### config.mk
export PLATFORM = sky130hd
export DESIGN_NAME = systolic_pe_flat
export DESIGN_NICKNAME = d
export VERILOG_FILES = /design/src/rtl/systolic_pe_if.sv /design/src/rtl/systolic_pe.sv /design/src/flat_wrapper.sv
export SDC_FILE = /design/constraint.sdc
export NUM_CORES = 1
export LEC_CHECK = 0
export ABC_AREA = 1
export BUFFER_PORTS_ARGS = -buffer_cell sky130_fd_sc_hd__buf_4
export CORE_UTILIZATION = 55
export CTS_CLUSTER_SIZE = 25
export DETAILED_ROUTE_END_ITERATION = 8
export GPL_ROUTABILITY_DRIVEN = 0
export PLACE_DENSITY = 0.87
export SLEW_MARGIN = 10
export SYNTH_ARGS = -nofsm -noshare
export SYNTH_HDL_FRONTEND = slang
export SYNTH_SLANG_ARGS = --single-unit
### constraint.sdc
create_clock -name clk -period 4.9 [get_ports clk]
set_clock_uncertainty 0.1 [all_clocks]
set_input_delay 0.245 -clock clk [delete_from_list [all_inputs] [get_ports clk]]
set_output_delay 0.245 -clock clk [all_outputs]
set_load 0.02 [all_outputs]
### src/rtl/systolic_pe_if.sv
// ----------------------------------------------------------------------------
// systolic_pe_if
//   Operand/result bundle for one systolic-array processing element.
//
//   The slave modport is the PE's view. It receives operands from above and
//   from the left, and it drives the forwarded operands and the partial sum.
//   The master modport is the view of the neighbour or controller that feeds
//   the PE and observes its outputs.
//
//   Signals
//     top_in      DATA_WIDTH    operand from PE above (or array top edge)
//     left_in     DATA_WIDTH    operand from PE to the left (or array left edge)
//     right_out   DATA_WIDTH    registered copy of left_in, to PE on the right
//     bottom_out  DATA_WIDTH    registered copy of top_in, to PE below
//     result      2*DATA_WIDTH  accumulator value (registered)
// ----------------------------------------------------------------------------
interface systolic_pe_if #(
    parameter int DATA_WIDTH = 8
);
    logic [DATA_WIDTH-1:0]   top_in;
    logic [DATA_WIDTH-1:0]   left_in;
    logic [DATA_WIDTH-1:0]   right_out;
    logic [DATA_WIDTH-1:0]   bottom_out;
    logic [2*DATA_WIDTH-1:0] result;

    modport slave (
        input  top_in,
        input  left_in,
        output right_out,
        output bottom_out,
        output result
    );

    modport master (
        output top_in,
        output left_in,
        input  right_out,
        input  bottom_out,
        input  result
    );
endinterface : systolic_pe_if

### src/rtl/systolic_pe.sv
// ----------------------------------------------------------------------------
// systolic_pe
//   Output-stationary multiply-accumulate PE for the 4x4 systolic array.
//   On every non-reset rising edge, the PE performs three updates:
//     - It adds top_in*left_in (unsigned, full width) into the accumulator.
//     - It forwards left_in to right_out.
//     - It forwards top_in to bottom_out.
//   All outputs come straight from registers, so there is no combinational
//   path from any input to any output.
//
//   Ports
//     clk   in  single clock; all state updates on the rising edge
//     rst   in  synchronous, active-high; clears all three registers and
//               takes priority over accumulation
//     bus   systolic_pe_if.slave  (top_in, left_in -> right_out,
//                                  bottom_out, result)
//
//   Build option
//     PE_SATURATE_EN  When undefined (the default), the accumulator wraps
//                     modulo 2^(2*DATA_WIDTH). When defined, it clamps to
//                     all-ones on carry-out and holds there until rst.
//                     The port list is the same in both builds.
// ----------------------------------------------------------------------------
module systolic_pe #(
    parameter int DATA_WIDTH = 8
) (
    input  logic                clk,
    input  logic                rst,
    systolic_pe_if.slave        bus
);
    localparam int ACC_WIDTH = 2 * DATA_WIDTH;

    logic [DATA_WIDTH-1:0] r_right;
    logic [DATA_WIDTH-1:0] r_bottom;
    logic [ACC_WIDTH-1:0]  r_acc;

    logic [ACC_WIDTH-1:0]  w_product;
    logic [ACC_WIDTH:0]    w_sum;

    // Zero-extend both operands before multiplying so the product keeps its
    // full 2*DATA_WIDTH width. The sum carries one extra bit to expose the
    // carry-out.
    assign w_product = {{DATA_WIDTH{1'b0}}, bus.top_in} * {{DATA_WIDTH{1'b0}}, bus.left_in};
    assign w_sum     = {1'b0, r_acc} + {1'b0, w_product};

    // NOTE: sequential state uses non-blocking assignments, so every register
    // samples the values from before the edge. Neighbouring PEs therefore see
    // a clean one-cycle skew.
    always_ff @(posedge clk) begin
        if (rst) begin
            r_right  <= '0;
            r_bottom <= '0;
            r_acc    <= '0;
        end else begin
            r_right  <= bus.left_in;
            r_bottom <= bus.top_in;
`ifdef PE_SATURATE_EN
            // Once the accumulator clamps, any non-zero product carries out
            // again. The accumulator therefore stays all-ones until rst.
            if (w_sum[ACC_WIDTH]) begin
                r_acc <= '1;
            end else begin
                r_acc <= w_sum[ACC_WIDTH-1:0];
            end
`else
            r_acc    <= w_sum[ACC_WIDTH-1:0];
`endif
        end
    end

    assign bus.right_out  = r_right;
    assign bus.bottom_out = r_bottom;
    assign bus.result     = r_acc;

endmodule : systolic_pe

### src/flat_wrapper.sv
// flat-port wrapper written by rule: the top's interface ports become plain ports
module systolic_pe_flat 
#(
    parameter int DATA_WIDTH = 8
)
  (clk, rst, bus_top_in, bus_left_in, bus_right_out, bus_bottom_out, bus_result);
  systolic_pe_if #(.DATA_WIDTH(DATA_WIDTH)) bus_i ();
  input  logic clk;
  input  logic rst;
  input wire logic [$bits(bus_i.top_in)-1:0] bus_top_in;
  input wire logic [$bits(bus_i.left_in)-1:0] bus_left_in;
  output wire logic [$bits(bus_i.right_out)-1:0] bus_right_out;
  output wire logic [$bits(bus_i.bottom_out)-1:0] bus_bottom_out;
  output wire logic [$bits(bus_i.result)-1:0] bus_result;
  assign bus_i.top_in = bus_top_in;
  assign bus_i.left_in = bus_left_in;
  assign bus_right_out = bus_i.right_out;
  assign bus_bottom_out = bus_i.bottom_out;
  assign bus_result = bus_i.result;
  systolic_pe #(.DATA_WIDTH(DATA_WIDTH)) u_core (.clk(clk), .rst(rst), .bus(bus_i));
endmodule
==> impl_metrics.tcl, run 1 <==
set metrics [dict create \
    outcome "finished clean" \
    cts_buffer_depth 2 \
    use_met3 0.0475 \
    final_nets 654 \
    use_met1 0.282 \
    clock_latency_ps 290 \
    boundaryPins 50 \
    seqCellArea_um2 641 \
    crit_family "adder cells" \
    max-slew-margin-rel 0.811 \
    die_w_um 83.5 \
    hold_depth 3 \
    drtIter0Drc 148 \
    synth.distinct_cells 21 \
    path_cells "inv_1, fa_1, inv_1, fa_1, inv_1, fa_1, fa_1, inv_1, ha_1, nand2_1, nand2_2, nor2_2, nor2_2, nor3_1, nor2_1" \
    min_period_ps 3820 \
    num_antenna_cells 0 \
    rows 29 \
    crit_buf_inv 4 \
    final_cell_mix "178 x inv_1, 120 x nand2_1, 50 x fa_1, 49 x buf_4, 41 x nor2_1" \
    start_util 0.572 \
    ys_seq_area_frac 0.175 \
    antenna_found_initial 0 \
    wl_um 7670 \
    drc 0 \
    rsz0062_at_grt "false" \
    fmax_ghz 0.262 \
    cp_slowest_cell "fa_1" \
    die_h_um 83.5 \
    grt_pass1_vias 3189 \
    track_usage 0.247 \
    setup_viol 0 \
    peakVddDrop_uv 611 \
    required_ps 5000 \
    drv_cap 0 \
    syn2layout_area_growth_pct 13.9 \
    cp-start-kind "flop" \
    syn_area_um2 3660 \
    rrSetupSlack_ps 1080 \
    final-max-slew-violation-count 0 \
    crit_type "flop to flop" \
    syn_inst 513 \
    grt_pass1_wl_um 13700 \
    detail_route.wl_per_cell_um 12.2 \
    endpoint_kind "flop" \
    grt_busiest_layer "met2" \
    final_common_cell "inv_1" \
    dr.pass1.iters 4 \
    r2r_cells 15 \
    post_cts_buffers 0 \
    num_vias 2964 \
    cts_num_sinks 32 \
    viasPerCell 4.71 \
    r2r-start "u_core.bus.result[6]" \
    cp_slowest_stage_delay_ps 550 \
    post_cts_resized 0 \
    grt_max_degree 24 \
    ant_nets 0 \
    port_buffers 49 \
    htree_levels 2 \
    leakage_uw 0.00265 \
    critPathMaxFanout 5 \
    met2_usage 0.463 \
    ys_warn_count 0 \
    drive_gt1_frac 0.129 \
    startpoint "u_core.bus.result[6]" \
    cts_inserted_buffers 5 \
    pwr_density_cell_nw_per_um2 657 \
    clockRootBuffer "clkbuf_8" \
    overflow 0 \
    fillerInstances 541 \
    syn_nets 616 \
    r2r-end "u_core.bus.result[11]" \
    die-area_um2 6980 \
    cts_tree "built" \
    multiInputGateArea_um2 2270 \
    hold_path.class "primary input to flop" \
    tightest_slew_ps 281 \
    min_from "bus_top_in[6]" \
    holdWs_ps 107 \
    fin_setup_tns_ps 0 \
    path_clk_slew_ps 80 \
    core-area_um2 6390 \
    syn_avg_cell_area_um2 7.13 \
    finalHoldViolations 0 \
    dp_hpwl_um 6500 \
    cts_hold_buf 0 \
    crit_arrival_ps 3920 \
    synth_seq_cells 32 \
    period_share 0.780 \
    whs_endpoint "u_core.bus.bottom_out[6]" \
]
-- sequential cells by signal, summed over array words and instances, names as in the netlist --
name	flops
u_core.bus.bottom_out	8
u_core.bus.right_out	8
u_core.bus.result	16
-- worst register-to-register path, cell delays in order (launching register included) --
cell and delay (ps):
dfxtp_1 340, inv_1 60, fa_1 530, inv_1 50, fa_1 500, inv_1 50, fa_1 480, fa_1 550
inv_1 50, ha_1 360, nand2_1 100, nand2_2 70, nor2_2 230, nor2_2 70, nor3_1 130, nor2_1 70
-- power breakdown --
group / leakage, uW / internal (uW) / switching [uW]
clock network: 0.0000541 / 151 / 114
logic: 0.00233 / 776 / 1330
registers: 0.000267 / 327 / 35.5
total: 0.00265 / 1250 / 1480
-- per-stage QoR --
stage	cell area, um2	setup WS (ps)	instances	power (uW)	utilization
2_1_floorplan	3660	1000	513	1980	-
3_3_place_gp	4050	960	621	2380	0.635
3_5_place_dp	4050	892	621	2470	0.635
4_1_cts	4160	1050	629	2760	0.652
5_1_grt	4160	850	629	3090	0.652
6_report	4160	1080	629	2740	0.652
-- layer usage --
| metal | part of all wire | wire [um] |
|---|---|---|
| met4 | 0.012 | 94 |
| met5 | 0 | 0 |
| met3 | 0.050 | 387 |
| met1 | 0.41 | 3180 |
| met2 | 0.52 | 4010 |
-- cell usage after synthesis --
library cell / instances / area (um2)
o21ai_1: 1 / 5.00
clkinv_1: 1 / 3.75
nor2_2: 4 / 25.0
nand2_2: 4 / 25.0
nor2_4: 1 / 11.3
o21ai_2: 1 / 8.76
nand3_2: 2 / 20.0
nor2_1: 41 / 154
fa_1: 50 / 1000
xnor2_1: 3 / 26.3
nor3_1: 1 / 5.00
nand2_1: 120 / 450
a21oi_1: 8 / 40.0
dfxtp_1: 32 / 641
inv_1: 178 / 668
clkbuf_1: 18 / 67.6
nand3_1: 7 / 35.0
ha_1: 35 / 438
o21ai_0: 3 / 15.0
xor2_1: 1 / 8.76
inv_2: 2 / 7.51
-- area by class of cell --
cell class | count | share of cell area
flip-flops and latches | 32 | 0.154
inverters | 181 | 0.163
well taps | 77 | 0.0231
multi-input cells | 282 | 0.545
clock buffers | 5 | 0.0165
clock inverters | 3 | 0.0102
repair buffers | 49 | 0.0883
-- cell families (layout without fill, tap and decap cells) --
logic type,Yosys count,count (layout),share of synthesized area
and+or+nand+nor,180,180,0.198
adders and majority gates,85,85,0.394
buffers and inverters,199,238,0.204
DFF,32,32,0.175
xor gates and xnor gates,4,4,0.00958
AOI/OAI and AO/OA,13,13,0.0188
-- how the worst max path moves through the flow --
stage	to	cells past startpoint
3_5_place_dp	u_core.bus.result[10]	18
4_1_cts	u_core.bus.result[11]	16
6_report	u_core.bus.result[11]	15
3_3_place_gp	u_core.bus.result[10]	18
5_1_grt	u_core.bus.result[11]	15
2_1_floorplan	u_core.bus.result[15]	19
No activity file was read; power rests on OpenSTA's default activity.
==> run 2: changes to the inputs <==
ABC_AREA = 0   (was 1)
clock period = 3.95 ns   (was 4.9 ns; I/O delays follow)
==> run 2 against run 1 <==
Net effect: the flow now finishes with violations (setup timing); worst hold slack got worse by 22 ps; register-to-register slack got worse by 1100 ps; sequential cell count did not move; combinational power rose by 67%; clock power rose by 26%; non-clock buffer count rose by 29; die area fell by 5.2%; final area rose by 5.1%; cell count fell by 15%; via count fell by 7.2%; synthesized area fell by 5.3%; critical path depth fell by 1; largest cell class unchanged; highest routed layer unchanged.
==> impl_metrics.tcl, run 2 <==
set metrics [dict create \
    syn2layout_area_growth_pct 26.4 \
    htree_levels 2 \
    wl_um 8220 \
    pwr_density_cell_nw_per_um2 985 \
    cts_buffer_depth 2 \
    num_antenna_cells 0 \
    cts_hold_buf 0 \
    synth.distinct_cells 42 \
    syn_avg_cell_area_um2 9.08 \
    crit_arrival_ps 4060 \
    port_buffers 49 \
    final_nets 561 \
    viasPerCell 5.15 \
    endpoint_kind "flop" \
    grt_max_degree 39 \
    detail_route.wl_per_cell_um 15.4 \
    final_common_cell "inv_1" \
    r2r-start "u_core.bus.result[7]" \
    outcome "finished with violations" \
    startpoint "u_core.bus.result[7]" \
    dr.pass1.iters 4 \
    violations "setup timing" \
    ys_seq_area_frac 0.185 \
    synth-simple-area-share 0.187 \
    leakage_uw 0.00226 \
    synth_edf_count 0 \
    final-max-slew-violation-count 0 \
    drive_gt1_frac 0.281 \
    peakVddDrop_uv 941 \
    synthArstFlopShare 0 \
    yosysTopAreaCell "fa_1" \
    track_usage 0.274 \
    synth_compound_area_frac 0.0730 \
    num_vias 2752 \
    rrSetupSlack_ps -10 \
    r2r-end "u_core.bus.result[13]" \
    setup_viol 1 \
    drv_cap 0 \
    syn_nets 484 \
    ys_warn_count 0 \
    hold_path.class "primary input to flop" \
    die_w_um 81.3 \
    cp-endpoint "u_core.bus.result[13]" \
    synth_most_common_cell "inv_1" \
    die-area_um2 6610 \
    synth_flop_cell "dfxtp_1" \
    critPathMaxFanout 3 \
    largest_reg_flops 16 \
    antenna_found_initial 0 \
    fin_setup_tns_ps -14.9 \
    drc 0 \
    die_h_um 81.3 \
    setup_ws_ps -14.9 \
    final_cell_mix "90 x inv_1, 78 x buf_4, 49 x fa_1, 34 x and2_1, 33 x nand2_1" \
    syn_area_um2 3460 \
    r2r_cells 14 \
    cts_num_sinks 32 \
    rsz0062_at_grt "true" \
    clockRootBuffer "clkbuf_8" \
    synthTopCellsByCount "99 x inv_1, 50 x fa_1, 35 x ha_1, 34 x and2_1, 33 x nand2_1" \
    yosys.area_share.adder 0.416 \
    yosys-mux-area-fraction 0.00759 \
    holdWs_ps 85.0 \
    fmax_ghz 0.252 \
    synth_top_family_by_area "adder cells" \
    crit_type "flop to flop" \
    drtIter0Drc 160 \
    boundaryPins 50 \
    synth.area.top_cells "fa_1 29%, dfxtp_1 19%, ha_1 13%" \
    required_ps 4040 \
    tightest_slew_ps 406 \
    max-slew-margin-rel 0.729 \
    cts_tree "built" \
    ant_nets 0 \
    period_share 1.00 \
    finalHoldViolations 0 \
    yosys.area_share.xor_xnor 0.0152 \
    dp_hpwl_um 6210 \
    fillerInstances 379 \
    start_util 0.578 \
    rows 28 \
    synth_seq_cells 32 \
    grt_pass1_wl_um 13500 \
    clock_latency_ps 300 \
    path_clk_slew_ps 90 \
    cts_inserted_buffers 5 \
    min_period_ps 3960 \
    overflow 0 \
    core-area_um2 5990 \
    synth_top_area_share 0.289 \
    grt_pass1_vias 2964 \
    cp-start-kind "flop" \
    syn_inst 381 \
]
==> run 2: critical path, stage by stage, from the launching register on <==
cell and delay (ps):
dfxtp_4 350, inv_2 40, fa_1 520, inv_1 50, fa_1 450, fa_1 510
inv_1 50, fa_1 500, inv_2 50, ha_4 260, buf_4 140, o2111ai_4 130
a21oi_2 230, a311oi_2 140, mux2_1 330
==> run 2: worst min path at each step <==
stage	depth (start not counted)	start	end	slack [ps]
detailed placement	2	bus_top_in[1]	u_core.bus.bottom_out[1]	380
CTS	2	bus_top_in[1]	u_core.bus.bottom_out[1]	80
global route	2	bus_left_in[5]	u_core.bus.right_out[5]	100
global placement	2	bus_left_in[5]	u_core.bus.right_out[5]	380
floorplan	1	bus_top_in[0]	u_core.bus.bottom_out[0]	230
finish	2	bus_top_in[1]	u_core.bus.bottom_out[1]	80
==> run 2: logic make-up after synthesis <==
logic type      after synthesis
buf+inv                     107
flops                        32
mux                           2
xor+xnor                      6
simple gates                117
fa+ha+maj                    85
compound gates               32
==> run 2: report_power, final <==
group          internal (uW)  switching, uW
Combinational           1690           1820
Sequential               414           45.4
Clock                    187            145
==> run 2: final cells by class <==
type / count / area (um2) / area share
Clock inverter: 3 / 41.3 / 0.00944
Multi-Input combinational cell: 242 / 2560 / 0.586
Timing Repair Buffer: 78 / 586 / 0.134
Sequential cell: 32 / 652 / 0.149
Clock buffer: 5 / 68.8 / 0.0157
Inverter: 99 / 372 / 0.0849
Tap cell: 75 / 93.8 / 0.0214
==> run 2: stage by stage <==
step / instances / total power (uW) / utilization / instance area [um2] / setup slack [ps]
after floorplan: 381 / 2630 / - / 3550 / -8.46
after detailed placement: 524 / 3560 / 0.696 / 4170 / -253
after global routing: 534 / 4690 / 0.730 / 4380 / -143
after global placement: 524 / 3420 / 0.696 / 4170 / -154
final: 534 / 4310 / 0.730 / 4380 / -14.9
after CTS: 534 / 4060 / 0.722 / 4330 / 6.65
==> run 2: repair_timing <==
item	CTS	global route
setup endpoints to repair	4	6
gates resized for setup	11	12
pin swaps	10	17
buffers inserted	2	1
==> run 2: per-layer routing <==
| metal | vias to the layer above | share of wire | track usage |
|---|---|---|---|
| li1 | 1297 | - | - |
| met1 | 1333 | 0.39 | 0.314 |
| met2 | 95 | 0.53 | 0.485 |
| met3 | 27 | 0.053 | 0.0539 |
| met4 | 0 | 0.026 | 0.132 |
| met5 | - | 0 | 0 |
